--- config.mk ---
export PLATFORM = sky130hd
export DESIGN_NAME = display_scan
export DESIGN_NICKNAME = d
export VERILOG_FILES = /design/src/rtl/display_scan.sv
export SDC_FILE = /design/constraint.sdc
export NUM_CORES = 1
export LEC_CHECK = 0
export CAP_MARGIN = 20
export CORE_UTILIZATION = 61
export CTS_CLUSTER_DIAMETER = 30
export CTS_CLUSTER_SIZE = 40
export DETAILED_ROUTE_END_ITERATION = 10
export PLACE_DENSITY = 0.85
export SLEW_MARGIN = 20
export SYNTH_ARGS = -nofsm -noshare
export SYNTH_HDL_FRONTEND = slang
export SYNTH_SLANG_ARGS = --single-unit
--- constraint.sdc ---
create_clock -name clk -period 7.9 [get_ports clk]
set_input_delay 0.79 -clock clk [delete_from_list [all_inputs] [get_ports clk]]
set_output_delay 0.79 -clock clk [all_outputs]
set_load 0.02 [all_outputs]
--- src/rtl/display_scan.sv ---
// display_scan: time-multiplexed 7-segment scanner with a frame-synchronous
// input snapshot, guard blanking at the start of every slot and per-digit blink.
module display_scan #(
  parameter int N_DIG     = 6,
  parameter int SCAN_DIV  = 50000,
  parameter int GUARD     = 4,
  parameter int BLINK_DIV = 250
) (
  input  logic               clk,
  input  logic               rst_n,
  input  logic               en,
  input  logic [4*N_DIG-1:0] digits_in,
  input  logic [N_DIG-1:0]   blink_mask,
  output logic [3:0]         digit,
  output logic [N_DIG-1:0]   an,
  output logic               frame_tick
);

  localparam int SW = $clog2(SCAN_DIV + 1);
  localparam int IW = $clog2(N_DIG);
  localparam int FW = $clog2(BLINK_DIV + 1);

  localparam logic [SW-1:0] SLOT_LAST  = SW'(SCAN_DIV - 1);
  localparam logic [SW-1:0] GUARD_V    = SW'(GUARD);
  localparam logic [IW-1:0] IDX_LAST   = IW'(N_DIG - 1);
  localparam logic [FW-1:0] FRAME_LAST = FW'(BLINK_DIV - 1);

  logic [SW-1:0]      r_slot_cnt;
  logic [IW-1:0]      r_idx;
  logic [FW-1:0]      r_frame_cnt;
  logic               r_blink_phase;
  logic [4*N_DIG-1:0] r_snap_dig;
  logic [N_DIG-1:0]   r_snap_blink;
  logic [N_DIG-1:0]   r_an;
  logic [3:0]         r_digit;
  logic               r_frame_tick;

  logic               w_slot_tick;
  logic               w_frame_edge;
  logic [SW-1:0]      w_slot_nxt;
  logic [IW-1:0]      w_idx_nxt;
  logic [FW-1:0]      w_frame_cnt_nxt;
  logic               w_blink_nxt;
  logic [4*N_DIG-1:0] w_snap_dig_nxt;
  logic [N_DIG-1:0]   w_snap_blink_nxt;
  logic               w_guard;
  logic [3:0]         w_nib;
  logic [N_DIG-1:0]   w_an_nxt;
  logic [3:0]         w_digit_nxt;

  // Next-state for slot/idx/frame counters; snapshot only moves at a frame boundary.
  always_comb begin
    w_slot_tick  = (r_slot_cnt == SLOT_LAST);
    w_frame_edge = w_slot_tick && (r_idx == IDX_LAST);

    if (w_slot_tick) begin
      w_slot_nxt = {SW{1'b0}};
    end else begin
      w_slot_nxt = r_slot_cnt + SW'(1);
    end

    if (!w_slot_tick) begin
      w_idx_nxt = r_idx;
    end else if (r_idx == IDX_LAST) begin
      w_idx_nxt = {IW{1'b0}};
    end else begin
      w_idx_nxt = r_idx + IW'(1);
    end

    w_snap_dig_nxt   = r_snap_dig;
    w_snap_blink_nxt = r_snap_blink;
    w_frame_cnt_nxt  = r_frame_cnt;
    w_blink_nxt      = r_blink_phase;
    if (w_frame_edge) begin
      w_snap_dig_nxt   = digits_in;
      w_snap_blink_nxt = blink_mask;
      if (r_frame_cnt == FRAME_LAST) begin
        w_frame_cnt_nxt = {FW{1'b0}};
        w_blink_nxt     = ~r_blink_phase;
      end else begin
        w_frame_cnt_nxt = r_frame_cnt + FW'(1);
        w_blink_nxt     = r_blink_phase;
      end
    end else begin
      w_frame_cnt_nxt = r_frame_cnt;
      w_blink_nxt     = r_blink_phase;
    end
  end

  // Outputs are decoded from post-edge state so the anode and digit switch together.
  always_comb begin
    w_nib       = w_snap_dig_nxt[{w_idx_nxt, 2'b00} +: 4];
    w_guard     = (w_slot_nxt < GUARD_V);
    w_an_nxt    = {N_DIG{1'b1}};
    w_digit_nxt = 4'hF;
    if (en && !w_guard) begin
      w_an_nxt[w_idx_nxt] = 1'b0;
      if (w_snap_blink_nxt[w_idx_nxt] && w_blink_nxt) begin
        w_digit_nxt = 4'hF;
      end else begin
        w_digit_nxt = w_nib;
      end
    end else begin
      w_an_nxt    = {N_DIG{1'b1}};
      w_digit_nxt = 4'hF;
    end
  end

  // Scan state registers.
  always_ff @(posedge clk or negedge rst_n) begin
    if (!rst_n) begin
      r_slot_cnt    <= {SW{1'b0}};
      r_idx         <= {IW{1'b0}};
      r_frame_cnt   <= {FW{1'b0}};
      r_blink_phase <= 1'b0;
      r_snap_dig    <= {N_DIG{4'hF}};
      r_snap_blink  <= {N_DIG{1'b0}};
    end else begin
      r_slot_cnt    <= w_slot_nxt;
      r_idx         <= w_idx_nxt;
      r_frame_cnt   <= w_frame_cnt_nxt;
      r_blink_phase <= w_blink_nxt;
      r_snap_dig    <= w_snap_dig_nxt;
      r_snap_blink  <= w_snap_blink_nxt;
    end
  end

  // Registered display outputs.
  always_ff @(posedge clk or negedge rst_n) begin
    if (!rst_n) begin
      r_an         <= {N_DIG{1'b1}};
      r_digit      <= 4'hF;
      r_frame_tick <= 1'b0;
    end else begin
      r_an         <= w_an_nxt;
      r_digit      <= w_digit_nxt;
      r_frame_tick <= w_frame_edge;
    end
  end

  assign an         = r_an;
  assign digit      = r_digit;
  assign frame_tick = r_frame_tick;

endmodule

==> impl_metrics.py <==
metrics = {
    "clock_tree": {
        "clkTransAtPathRegs_ns": 0.07,
        "numCtsBuffers": 9,
        "cts_tree": "yes",
        "post_cts_resized": 0,
        "ctsLongestPathBuffers": 2,
        "post_cts_buffers": 0,
        "root_buffer": "clkbuf_8",
        "worst_skew_pair.late_latency_ns": 0.36,
        "htreeDepth": 3,
        "clock-sinks": 69,
        "holdBufCountCts": 0,
    },
    "run": {
        "drv_cap": 0,
    },
    "status": {
        "outcome": "finished clean",
    },
    "logic_synthesis": {
        "synth_edf_count": 0,
        "synthArstFlopShare_pct": 100,
        "synth_top_family_by_area": "simple AND/OR/NAND/NOR gates",
        "ys_ff_latch": 69,
        "synth_most_common_cell": "nand2_1",
        "synthAdderAreaFrac_pct": 0.948,
        "synth.top_cell.area_share_pct": 22.6,
        "synth_compound_area_share_pct": 12.1,
        "synth_top_cells_by_count": "nand2_1 (122), nor2_1 (40), dfrtp_1 (35)",
        "yosys.area_share.simple_pct": 31.0,
        "synth_area_leaders": "dfstp_2 (23%), dfrtp_1 (22%), nand2_1 (12%), nor2_1 (3.8%), mux2i_1 (3.5%)",
        "synth_mux_area_share_pct": 4.39,
        "avgSynthCellArea_um2": 8.61,
        "ys.flop_type": "dfrtp_1",
        "syn_inst": 460,
        "netlist_area_um2": 3960,
        "yosys_warnings": 0,
        "syn_nets": 496,
        "ys_types": 59,
        "synth_top_cell_by_area": "dfstp_2",
        "synth_xor_area_share_pct": 2.88,
        "ys_seq_area_share_pct": 44.7,
    },
    "power_and_ir_drop": {
        "ir_worst_vdd_mv": 0.109,
        "p_leak_uw": 0.00202,
        "total_power_uw": 633,
        "power.density_nw_per_um2": 139,
    },
    "floorplanning": {
        "initial_core_util_pct": 65.0,
        "ioPinCount": 44,
        "die_h_um": 82.6,
        "num_rows": 28,
        "dieArea_um2": 6820,
        "dieWidth_um": 82.6,
        "core_area_um2": 6100,
    },
    "sta": {
        "fmax_mhz": 310,
        "tightestPinTransition_ns": 0.854,
        "setup_tns_ns": 0,
        "hold_viol_final": 0,
        "final_max_slew_viol_count": 0,
        "finClkSkew_ns": 0.0107,
        "period_minus_slack_ns": 3.23,
        "fin_hold_ws_ns": 0.468,
        "timing.final.crit_share_pct": 40.8,
        "max-slew-margin-rel_pct": 43.1,
        "setup_violations": 0,
        "rsz0062_at_grt": "no",
    },
    "worst_setup_path": {
        "path_class": "reg -> reg",
        "cp_max_fo": 12,
        "end_kind": "flop",
        "r2r_cells": 7,
        "r2r-end": "digit[0]$_DFF_PN1_",
        "worstPathRequired_ns": 8.13,
        "rrSetupSlack_ns": 4.67,
        "cp-start-kind": "flop",
        "reg2reg_from": "r_slot_cnt[0]$_DFF_PN0_",
        "cp.arrival_ns": 3.45,
    },
    "finish": {
        "area_delta_synth_final_pct": 15.3,
        "final_cell_area_um2": 4560,
        "fin_util_pct": 74.9,
        "insertedDiodeCount": 0,
        "layout.nets": 524,
        "drive_gt1_share_pct": 14.2,
    },
    "place": {
        "place_area_um2": 4390,
        "hpwl_um": 6360,
        "port_buffers": 43,
        "gp_congestion": 0.893,
    },
    "global_routing": {
        "overflow": 0,
        "antenna_found_initial": 0,
        "grt_pass1_vias": 3327,
        "grtUsageTotal_pct": 30.5,
        "grt_pass1_wl_um": 15600,
        "grt_max_degree": 70,
    },
    "min_path": {
        "worstHoldStart": "r_snap_dig[6]$_DFF_PN1_",
        "min_to": "r_snap_dig[6]$_DFF_PN1_",
        "hold_path_depth": 2,
        "hp-class": "reg -> reg",
    },
    "route": {
        "num_vias": 3575,
        "drc": 0,
        "drt_iter0_markers": 542,
        "antenna_left": 0,
        "drt_wl_total_um": 9690,
        "drt-pass1-iter-count": 6,
        "via_per_inst": 6.29,
        "wl_per_cell_um": 17.1,
    },
}
## layout by cell type (no fill, tap or decap), types with 4 or more instances in the layout
cell type and instances:
a21oi_1 6, a221o_1 4, a22oi_1 4, and3_1 10
and4_1 4, buf_4 4, clkbuf_1 4, clkbuf_8 10
clkdlybuf4s50_1 42, dfrtp_1 34, dfstp_2 34, inv_1 8
mux2i_1 14, nand2_1 122, nand3_1 24, nand4_1 20
nor2_1 39, nor2b_1 6, o21ai_0 20, o311a_1 8
o31ai_1 4, or3_1 4, xnor2_1 5, xor2_1 8
## cells by family (layout without fill, tap and decap cells)
family,count (synthesis),in the layout
simple gates,256,256
flops,69,69
compound gates,64,64
buf+inv,38,71
mux,17,17
xor+xnor,13,13
fa+ha+maj,3,3
## per-stage QoR
stage	setup slack, ns	cells
after global placement	4.56	552
after detailed placement	4.34	552
after global routing	4.51	568
after floorplan	5.09	460
final	4.67	568
after CTS	4.31	568
## flip-flops by register name, summed over array words and instances (netlist names), 3 cells and up
register and count:
an 6, r_slot_cnt 16, r_snap_blink 6, r_idx 3
r_snap_dig 24, digit 4, r_frame_cnt 8
## layout make-up
class / count / area, µm²
Multi-Input combinational cell: 353 / 2050
Sequential cell: 69 / 1770
Fill cell: 462 / 1530
Timing Repair Buffer: 47 / 455
Clock buffer: 14 / 153
Tap cell: 75 / 93.8
Inverter: 8 / 30.0
Clock inverter: 2 / 10.0
## worst max-delay path by stage
stage | slack (ns) | from | end
5_1_grt | 4.51 | r_slot_cnt[0]$_DFF_PN0_ | digit[0]$_DFF_PN1_
3_3_place_gp | 4.56 | r_idx[0]$_DFF_PN0_ | digit[3]$_DFF_PN1_
4_1_cts | 4.31 | r_idx[0]$_DFF_PN0_ | digit[0]$_DFF_PN1_
2_1_floorplan | 5.09 | r_slot_cnt[7]$_DFF_PN0_ | digit[0]$_DFF_PN1_
3_5_place_dp | 4.34 | r_idx[0]$_DFF_PN0_ | digit[0]$_DFF_PN1_
6_report | 4.67 | r_slot_cnt[0]$_DFF_PN0_ | digit[0]$_DFF_PN1_
## routing by layer
layer | part of all wire, % | vias up | GRT usage (%)
li1 | - | 1671 | -
met1 | 43 | 1714 | 41.1
met2 | 47 | 160 | 46.6
met3 | 7.3 | 30 | 5.82
met4 | 3.0 | 0 | 15.9
met5 | 0 | - | 0
## where the power goes
part	total, µW	internal (µW)	switching (µW)
combinational	26.1	14.7	11.4
clock	252	122	130
sequential	355	355	0.0740
## worst max-delay path, cell delays in order (launching register included)
cell and delay, ns:
dfrtp_1 0.40, ha_1 0.48, nand3_1 0.28, or4_1 0.71
and3_4 0.25, o31a_1 0.33, o41ai_4 0.46, nand4_1 0.17
No activity file was read; power rests on OpenSTA's default activity.
